==> src/rtl/ysyx_24110015_clint_if.sv <==
// ----------------------------------------------------------------------------
// ysyx_24110015_clint_if
// AXI-lite bundle between the CPU-side crossbar (master) and the CLINT (slave).
//   AR : araddr[31:0], arvalid -> / <- arready
//   R  : <- rdata[31:0], rresp[1:0], rvalid / rready ->
//   AW : awaddr[31:0], awvalid -> / <- awready
//   W  : wdata[31:0], wstrb[3:0], wvalid -> / <- wready
//   B  : <- bresp[1:0], bvalid / bready ->
// ----------------------------------------------------------------------------
interface ysyx_24110015_clint_if;
    logic [31:0] araddr;
    logic        arvalid;
    logic        arready;
    logic [31:0] rdata;
    logic [1:0]  rresp;
    logic        rvalid;
    logic        rready;
    logic [31:0] awaddr;
    logic        awvalid;
    logic        awready;
    logic [31:0] wdata;
    logic [3:0]  wstrb;
    logic        wvalid;
    logic        wready;
    logic [1:0]  bresp;
    logic        bvalid;
    logic        bready;

    modport master (
        output araddr, arvalid, rready, awaddr, awvalid, wdata, wstrb, wvalid, bready,
        input  arready, rdata, rresp, rvalid, awready, wready, bresp, bvalid
    );

    modport slave (
        input  araddr, arvalid, rready, awaddr, awvalid, wdata, wstrb, wvalid, bready,
        output arready, rdata, rresp, rvalid, awready, wready, bresp, bvalid
    );
endinterface

==> src/rtl/ysyx_24110015_clint.sv <==
// ----------------------------------------------------------------------------
// ysyx_24110015_clint
// AXI-lite slave holding the 64-bit machine timer mtime.
//   CLINT_BASE     : mtime[31:0]   (read / byte-strobed write)
//   CLINT_BASE + 4 : mtime[63:32]  (read / byte-strobed write)
// Reading the low word latches the high word into a shadow register so a
// low-then-high read pair returns a torn-free 64-bit value.
// Ports:
//   clk  : clock, all state on posedge
//   rst  : asynchronous active-low reset
//   bus  : AXI-lite slave modport (AR/R/AW/W/B channels)
// Parameters:
//   CLINT_BASE : byte address of mtime[31:0]
//   TICK_DIV   : clk cycles per mtime increment (>= 1)
// ----------------------------------------------------------------------------
module ysyx_24110015_clint #(
    parameter logic [31:0] CLINT_BASE = 32'ha0000048,
    parameter int unsigned TICK_DIV   = 1
) (
    input  logic                         clk,
    input  logic                         rst,
    ysyx_24110015_clint_if.slave         bus
);

    localparam logic [31:0] HI_ADDR = CLINT_BASE + 32'd4;
    localparam int unsigned PW      = (TICK_DIV > 1) ? $clog2(TICK_DIV) : 1;
    localparam logic [PW-1:0] PRE_MAX = PW'(TICK_DIV - 1);

    localparam logic [1:0] RESP_OKAY   = 2'b00;
    localparam logic [1:0] RESP_DECERR = 2'b11;

    localparam logic [0:0] R_IDLE = 1'b0;
    localparam logic [0:0] R_DATA = 1'b1;

    localparam logic [1:0] W_IDLE    = 2'd0;
    localparam logic [1:0] W_WAIT_W  = 2'd1;
    localparam logic [1:0] W_WAIT_AW = 2'd2;
    localparam logic [1:0] W_RESP    = 2'd3;

    logic [63:0]   mtime;
    logic [63:0]   mtime_nxt;
    logic [PW-1:0] prescaler;
    logic          tick;
    logic [31:0]   shadow;
    logic          shadow_vld;

    logic [0:0]    r_state;
    logic [31:0]   rdata_q;
    logic [1:0]    rresp_q;
    logic          ar_fire;
    logic          r_hit_lo;
    logic          r_hit_hi;

    logic [1:0]    w_state;
    logic [31:0]   aw_addr_q;
    logic [31:0]   w_data_q;
    logic [3:0]    w_strb_q;
    logic [1:0]    bresp_q;
    logic          w_commit;
    logic [31:0]   w_addr;
    logic [31:0]   w_data;
    logic [3:0]    w_strb;
    logic          w_hit_lo;
    logic          w_hit_hi;
    logic          wr_lo;
    logic          wr_hi;
    logic [1:0]    w_resp;

    function automatic logic [31:0] byte_merge(input logic [31:0] old_word,
                                               input logic [31:0] new_word,
                                               input logic [3:0]  strb);
        logic [31:0] res;
        res = old_word;
        for (int unsigned i = 0; i < 4; i++) begin
            if (strb[i]) res[i*8 +: 8] = new_word[i*8 +: 8];
        end
        return res;
    endfunction

    // ------------------------------------------------------------------
    // Timer
    // ------------------------------------------------------------------
    assign tick = (prescaler == PRE_MAX);

    always_ff @(posedge clk or negedge rst) begin
        if (!rst) begin
            prescaler <= '0;
        end else if (tick) begin
            prescaler <= '0;
        end else begin
            prescaler <= prescaler + PW'(1);
        end
    end

    // A committed write owns the whole counter for that cycle: the written
    // word takes the merged value and neither word increments.
    always_comb begin
        mtime_nxt = tick ? (mtime + 64'd1) : mtime;
        if (wr_lo) begin
            mtime_nxt = {mtime[63:32], byte_merge(mtime[31:0], w_data, w_strb)};
        end else if (wr_hi) begin
            mtime_nxt = {byte_merge(mtime[63:32], w_data, w_strb), mtime[31:0]};
        end
    end

    always_ff @(posedge clk or negedge rst) begin
        if (!rst) begin
            mtime <= '0;
        end else begin
            mtime <= mtime_nxt;
        end
    end

    // ------------------------------------------------------------------
    // Read channel
    // ------------------------------------------------------------------
    assign ar_fire  = (r_state == R_IDLE) && bus.arvalid;
    assign r_hit_lo = (bus.araddr == CLINT_BASE);
    assign r_hit_hi = (bus.araddr == HI_ADDR);

    always_ff @(posedge clk or negedge rst) begin
        if (!rst) begin
            r_state <= R_IDLE;
            rdata_q <= '0;
            rresp_q <= '0;
        end else begin
            case (r_state)
                R_IDLE: begin
                    if (bus.arvalid) begin
                        r_state <= R_DATA;
                        if (r_hit_lo) begin
                            rdata_q <= mtime[31:0];
                            rresp_q <= RESP_OKAY;
                        end else if (r_hit_hi) begin
                            rdata_q <= shadow_vld ? shadow : mtime[63:32];
                            rresp_q <= RESP_OKAY;
                        end else begin
                            rdata_q <= '0;
                            rresp_q <= RESP_DECERR;
                        end
                    end
                end
                default: begin
                    if (bus.rready) r_state <= R_IDLE;
                end
            endcase
        end
    end

    // A low read in the same cycle as a write keeps the pre-write high word
    // and leaves the shadow valid; the read side takes priority.
    always_ff @(posedge clk or negedge rst) begin
        if (!rst) begin
            shadow     <= '0;
            shadow_vld <= 1'b0;
        end else if (ar_fire && r_hit_lo) begin
            shadow     <= mtime[63:32];
            shadow_vld <= 1'b1;
        end else if ((ar_fire && r_hit_hi) || wr_lo || wr_hi) begin
            shadow_vld <= 1'b0;
        end
    end

    // ------------------------------------------------------------------
    // Write channel
    // ------------------------------------------------------------------
    always_comb begin
        w_commit = 1'b0;
        w_addr   = bus.awaddr;
        w_data   = bus.wdata;
        w_strb   = bus.wstrb;
        case (w_state)
            W_IDLE:    w_commit = bus.awvalid && bus.wvalid;
            W_WAIT_W: begin
                w_commit = bus.wvalid;
                w_addr   = aw_addr_q;
            end
            W_WAIT_AW: begin
                w_commit = bus.awvalid;
                w_data   = w_data_q;
                w_strb   = w_strb_q;
            end
            default:   w_commit = 1'b0;
        endcase
    end

    assign w_hit_lo = (w_addr == CLINT_BASE);
    assign w_hit_hi = (w_addr == HI_ADDR);
    // An all-zero strobe is acknowledged but touches nothing.
    assign wr_lo    = w_commit && w_hit_lo && (|w_strb);
    assign wr_hi    = w_commit && w_hit_hi && (|w_strb);
    assign w_resp   = (w_hit_lo || w_hit_hi) ? RESP_OKAY : RESP_DECERR;

    always_ff @(posedge clk or negedge rst) begin
        if (!rst) begin
            w_state   <= W_IDLE;
            aw_addr_q <= '0;
            w_data_q  <= '0;
            w_strb_q  <= '0;
            bresp_q   <= '0;
        end else begin
            case (w_state)
                W_IDLE: begin
                    if (bus.awvalid && bus.wvalid) begin
                        w_state <= W_RESP;
                        bresp_q <= w_resp;
                    end else if (bus.awvalid) begin
                        w_state   <= W_WAIT_W;
                        aw_addr_q <= bus.awaddr;
                    end else if (bus.wvalid) begin
                        w_state  <= W_WAIT_AW;
                        w_data_q <= bus.wdata;
                        w_strb_q <= bus.wstrb;
                    end
                end
                W_WAIT_W, W_WAIT_AW: begin
                    if (w_commit) begin
                        w_state <= W_RESP;
                        bresp_q <= w_resp;
                    end
                end
                default: begin
                    if (bus.bready) w_state <= W_IDLE;
                end
            endcase
        end
    end

    // ------------------------------------------------------------------
    // Outputs
    // ------------------------------------------------------------------
    assign bus.arready = (r_state == R_IDLE);
    assign bus.rvalid  = (r_state == R_DATA);
    assign bus.rdata   = rdata_q;
    assign bus.rresp   = rresp_q;
    assign bus.awready = (w_state == W_IDLE) || (w_state == W_WAIT_AW);
    assign bus.wready  = (w_state == W_IDLE) || (w_state == W_WAIT_W);
    assign bus.bvalid  = (w_state == W_RESP);
    assign bus.bresp   = bresp_q;

endmodule
==> src/flat_wrapper.sv <==
// flat-port wrapper written by rule: the top's interface ports become plain ports
module ysyx_24110015_clint_flat 
#(
    parameter logic [31:0] CLINT_BASE = 32'ha0000048,
    parameter int unsigned TICK_DIV   = 1
)
  (clk, rst, bus_araddr, bus_arvalid, bus_rready, bus_awaddr, bus_awvalid, bus_wdata, bus_wstrb, bus_wvalid, bus_bready, bus_arready, bus_rdata, bus_rresp, bus_rvalid, bus_awready, bus_wready, bus_bresp, bus_bvalid);
  ysyx_24110015_clint_if bus_i ();
  input  logic clk;
  input  logic rst;
  input wire logic [$bits(bus_i.araddr)-1:0] bus_araddr;
  input wire logic [$bits(bus_i.arvalid)-1:0] bus_arvalid;
  input wire logic [$bits(bus_i.rready)-1:0] bus_rready;
  input wire logic [$bits(bus_i.awaddr)-1:0] bus_awaddr;
  input wire logic [$bits(bus_i.awvalid)-1:0] bus_awvalid;
  input wire logic [$bits(bus_i.wdata)-1:0] bus_wdata;
  input wire logic [$bits(bus_i.wstrb)-1:0] bus_wstrb;
  input wire logic [$bits(bus_i.wvalid)-1:0] bus_wvalid;
  input wire logic [$bits(bus_i.bready)-1:0] bus_bready;
  output wire logic [$bits(bus_i.arready)-1:0] bus_arready;
  output wire logic [$bits(bus_i.rdata)-1:0] bus_rdata;
  output wire logic [$bits(bus_i.rresp)-1:0] bus_rresp;
  output wire logic [$bits(bus_i.rvalid)-1:0] bus_rvalid;
  output wire logic [$bits(bus_i.awready)-1:0] bus_awready;
  output wire logic [$bits(bus_i.wready)-1:0] bus_wready;
  output wire logic [$bits(bus_i.bresp)-1:0] bus_bresp;
  output wire logic [$bits(bus_i.bvalid)-1:0] bus_bvalid;
  assign bus_i.araddr = bus_araddr;
  assign bus_i.arvalid = bus_arvalid;
  assign bus_i.rready = bus_rready;
  assign bus_i.awaddr = bus_awaddr;
  assign bus_i.awvalid = bus_awvalid;
  assign bus_i.wdata = bus_wdata;
  assign bus_i.wstrb = bus_wstrb;
  assign bus_i.wvalid = bus_wvalid;
  assign bus_i.bready = bus_bready;
  assign bus_arready = bus_i.arready;
  assign bus_rdata = bus_i.rdata;
  assign bus_rresp = bus_i.rresp;
  assign bus_rvalid = bus_i.rvalid;
  assign bus_awready = bus_i.awready;
  assign bus_wready = bus_i.wready;
  assign bus_bresp = bus_i.bresp;
  assign bus_bvalid = bus_i.bvalid;
  ysyx_24110015_clint #(.CLINT_BASE(CLINT_BASE), .TICK_DIV(TICK_DIV)) u_core (.clk(clk), .rst(rst), .bus(bus_i));
endmodule
==> config.mk <==
export PLATFORM = sky130hd
export DESIGN_NAME = ysyx_24110015_clint_flat
export DESIGN_NICKNAME = d
export VERILOG_FILES = /design/src/rtl/ysyx_24110015_clint_if.sv /design/src/rtl/ysyx_24110015_clint.sv /design/src/flat_wrapper.sv
export SDC_FILE = /design/constraint.sdc
export NUM_CORES = 1
export LEC_CHECK = 0
export ABC_AREA = 1
export CAP_MARGIN = 25
export CORE_MARGIN = 3
export CORE_UTILIZATION = 30
export DETAILED_ROUTE_END_ITERATION = 7
export PLACE_DENSITY = 0.56
export SLEW_MARGIN = 15
export SYNTH_ARGS = -nofsm -noshare
export SYNTH_HDL_FRONTEND = slang
export SYNTH_SLANG_ARGS = --single-unit
==> constraint.sdc <==
create_clock -name clk -period 2.9 [get_ports clk]
set_input_delay 0.58 -clock clk [delete_from_list [all_inputs] [get_ports clk]]
set_output_delay 0.58 -clock clk [all_outputs]
set_load 0.01 [all_outputs]
==> results.sh <==
export IMPL_synth_top_cells_by_area="sky130_fd_sc_hd__dfrtp_1 39%, sky130_fd_sc_hd__nand2_1 20%, sky130_fd_sc_hd__nand3_1 7.5%"
export IMPL_yosys_top_cells_count="705 x sky130_fd_sc_hd__nand2_1, 232 x sky130_fd_sc_hd__nor2_1, 202 x sky130_fd_sc_hd__dfrtp_1, 196 x sky130_fd_sc_hd__nand3_1, 182 x sky130_fd_sc_hd__inv_1"
export IMPL_synth_xor_xnor_area_share_pct=1.60
export IMPL_core_area_um2=42600
export IMPL_hold_path_class="flip-flop to flip-flop"
export IMPL_rsz0062_at_grt="no"
export IMPL_setup_total_negative_slack_ps=0
export IMPL_critical_path_startpoint_category="flip-flop"
export IMPL_timing_fmax_mhz=362
export IMPL_synthSimpleGateAreaFrac_pct=40.0
export IMPL_clk_latency_ps=540
export IMPL_total_via_count_after_detailed_routing=13415
export IMPL_antenna_violations_before_repair=0
export IMPL_yosys_cell_count_top_type="sky130_fd_sc_hd__nand2_1"
export IMPL_critical_path_endpoint_type="output pin"
export IMPL_post_detail_place_hpwl_um=38300
export IMPL_total_switching_power_mw=3.15
export IMPL_drt_antenna_violating_nets=0
export IMPL_relSlewSlack_pct=50.0
export IMPL_postSynthRegisterBits=202
export IMPL_cts_root_buf="sky130_fd_sc_hd__clkbuf_16"
export IMPL_first_pass_iters=5
export IMPL_n_antenna_cell=0
export IMPL_crit_required_ps=2320
export IMPL_gp_congestion=0.969
export IMPL_worst_clock_skew_ps=16.2
export IMPL_fp_dieW_um=215
export IMPL_vias_in_the_first_global_route=12640
export IMPL_die_h_um=215
export IMPL_floorplan_initialDensity_pct=30.8
export IMPL_vias_per_cell=4.92
export IMPL_grt_start_max_net_pins=76
export IMPL_synthDominantAreaCellType="sky130_fd_sc_hd__dfrtp_1"
export IMPL_post_route_min_period_ps=2760
export IMPL_drive_gt1_share_pct=8.66
export IMPL_synthDistinctLibCells=42
export IMPL_first_pass_grt_wire_length_um=74900
export IMPL_worstPathArrival_ps=2180
export IMPL_worst_slew_pin_tran_ps=742
export IMPL_async_reset_ff_share_pct=100
export IMPL_synth_edff_count=0
export IMPL_drt_drc_violations_left=0
export IMPL_track_usage_pct=20.4
export IMPL_final_hold_viol_count=0
export IMPL_syn_nets=2081
export IMPL_whs_path_depth=2
export IMPL_sequentialPowerShare_pct=37.6
export IMPL_static_leakage_power_nw=7.83
export IMPL_h_tree_depth=1
export IMPL_cts_inserted_buffers=26
export IMPL_clkSlewWorstSetupHoldPaths_ps=60
export IMPL_cts_setup_buffers=0
export IMPL_synth_area_mux_share_pct=3.23
export IMPL_reg2regPathDepth=13
export IMPL_sw_frac_of_total_pct=32.7
export IMPL_syn_avg_cell_area_um2=6.66
export IMPL_ys_warnings_count=0
export IMPL_synth_yosys_seq_area_share_pct=38.5
export IMPL_setup_viol_count_final=0
export IMPL_wl_um=48500
export IMPL_p_int_mw=6.48
export IMPL_design_final_nets=2243
export IMPL_syn_cell_area_um2=13100
export IMPL_crit_share_post_route_pct=95.2
export IMPL_postSynthCellCount=1969
export IMPL_clk_path_buf_depth=3
export IMPL_gr_total_overflow=0
export IMPL_placement_rows=75
export IMPL_synth_adder_area_share_pct=0.477
export IMPL_critPathMaxFanout=8
export IMPL_drv_max_cap_violation_count=0
export IMPL_main_combinational_cell_family_by_area_after_synthesis="simple AND/OR/NAND/NOR gates"
export IMPL_areaGrowthSynthToFinish_pct=24.6
export IMPL_cts_tree="built"
export IMPL_synth_compound_gate_area_share_pct=7.64
export IMPL_fp_dieArea_um2=46300
export IMPL_ir_drop_uv=370
export IMPL_share_clk_of_total_power_pct=35.0
export IMPL_port_buffers=147
export IMPL_synthDominantCellAreaShare_pct=38.5
export IMPL_clock_sinks=202
export IMPL_routed_wire_length_per_instance_um=17.8
export IMPL_dr_first_iter_drc_count=1208
export IMPL_status="complete, no violations"
export IMPL_timing_setup_critical_path_class="flip-flop to output pin"
export IMPL_fin_hold_ws_ps=474
export IMPL_ys_dominant_reg_cell="sky130_fd_sc_hd__dfrtp_1"
export IMPL_power_frac_comb_pct=27.5
export IMPL_drv_slew=0
export IMPL_num_io_pins=148
export IMPL_pwr_cell_area_nw_per_um2=589
==> path summary, 6_finish.rpt <==
| check | startpoint | to | slack [ps] |
|---|---|---|---|
| max | u_core.w_state[1] | bus_wready | 140 |
| min | u_core.bus.rdata[25] | u_core.bus.rdata[25] | 470 |
| max reg2reg | u_core.w_state[1] | u_core.mtime[57] | 270 |
| min reg2reg | u_core.bus.rdata[25] | u_core.bus.rdata[25] | 470 |
| max in group asynchronous | rst | u_core.w_data_q[19] | 1570 |
| min in group asynchronous | rst | u_core.bus.rdata[6] | 540 |
==> power groups by stage <==
| stage | logic [mW] | registers [mW] | clock network [mW] |
|---|---|---|---|
| detailed placement | 2.61 | 3.65 | 0 |
| floorplan | 1.72 | 3.58 | 0 |
| CTS | 2.62 | 3.61 | 3.46 |
| global route | 2.96 | 3.68 | 3.56 |
| finish | 2.64 | 3.62 | 3.37 |
| global placement | 2.57 | 3.63 | 0 |
==> flip-flops by register name, summed over array words and instances, names as in the netlist, 2 cells and up <==
signal / cells
u_core.mtime: 64
u_core.w_state: 2
u_core.aw_addr_q: 32
u_core.w_strb_q: 4
u_core.shadow: 32
u_core.w_data_q: 32
u_core.bus.rdata: 32
==> kinds of logic (layout without fill, tap and decap cells) <==
| group | Yosys count | count (layout) |
|---|---|---|
| multiplexers | 38 | 38 |
| flip-flops | 202 | 202 |
| adder cells (fa/ha/maj) | 5 | 5 |
| AO/OA/AOI/OAI | 193 | 193 |
| XOR/XNOR | 24 | 24 |
| AND/OR/NAND/NOR | 1241 | 1241 |
| buffers and inverters | 266 | 446 |
==> through the flow <==
step           instances  area [um2]  worst slack (ps)  total power, mW  utilization [%]
2_1_floorplan       1969       13100               840             5.30                -
3_3_place_gp        2679       15400               112             6.20             36.2
3_5_place_dp        2679       15400              63.3             6.26             36.2
4_1_cts             2726       16300              71.5             9.69             38.3
5_1_grt             2726       16300              17.7             10.2             38.3
6_report            2726       16300               140             9.63             38.3
==> routing by layer <==
metal	global-route usage (%)	vias to the layer above	part of all wire [%]
met4	4.14	0	2.1
met5	0	-	0
met2	30.9	461	42
met3	3.84	64	7.6
met1	30.5	6273	48
li1	-	6617	-
==> layout by cell type (no fill, tap or decap), types with 4 or more instances in the layout <==
master / n
sky130_fd_sc_hd__a21oi_1: 18
sky130_fd_sc_hd__buf_4: 59
sky130_fd_sc_hd__clkbuf_1: 9
sky130_fd_sc_hd__clkbuf_16: 27
sky130_fd_sc_hd__clkbuf_8: 6
sky130_fd_sc_hd__clkdlybuf4s50_1: 146
sky130_fd_sc_hd__dfrtp_1: 202
sky130_fd_sc_hd__inv_1: 182
sky130_fd_sc_hd__inv_2: 4
sky130_fd_sc_hd__mux2_2: 35
sky130_fd_sc_hd__nand2_1: 704
sky130_fd_sc_hd__nand2_2: 7
sky130_fd_sc_hd__nand3_1: 196
sky130_fd_sc_hd__nand4_1: 51
sky130_fd_sc_hd__nor2_1: 232
sky130_fd_sc_hd__nor2_2: 4
sky130_fd_sc_hd__nor2_4: 4
sky130_fd_sc_hd__nor3_1: 9
sky130_fd_sc_hd__o2111ai_1: 4
sky130_fd_sc_hd__o21ai_0: 162
sky130_fd_sc_hd__o21ai_1: 5
sky130_fd_sc_hd__or2_2: 19
sky130_fd_sc_hd__xnor2_1: 7
sky130_fd_sc_hd__xor2_1: 17
==> area by class of cell <==
type	instances	area [um2]
well taps	577	722
flip-flops and latches	202	5050
fillers	4592	26300
clock inverters	5	103
repair buffers	209	1970
clock buffers	41	778
multi-input cells	1501	6990
inverters	191	722
==> worst max-delay path, cell delays in order (launching register included) <==
cell	delay, ps
sky130_fd_sc_hd__dfrtp_1	450
sky130_fd_sc_hd__inv_1	140
sky130_fd_sc_hd__ha_4	190
sky130_fd_sc_hd__inv_4	70
sky130_fd_sc_hd__buf_4	160
sky130_fd_sc_hd__nand2_1	90
sky130_fd_sc_hd__clkdlybuf4s50_1	540
==> repair_timing <==
item                                    in CTS  in global routing
endpoints found under the setup margin       2                  1
cloned                                       0                  0
endpoints found under the hold margin       41                  0
hold buffers                                 1                  0
resized for setup                            2                  2
No activity file was read; power rests on OpenSTA's default activity.
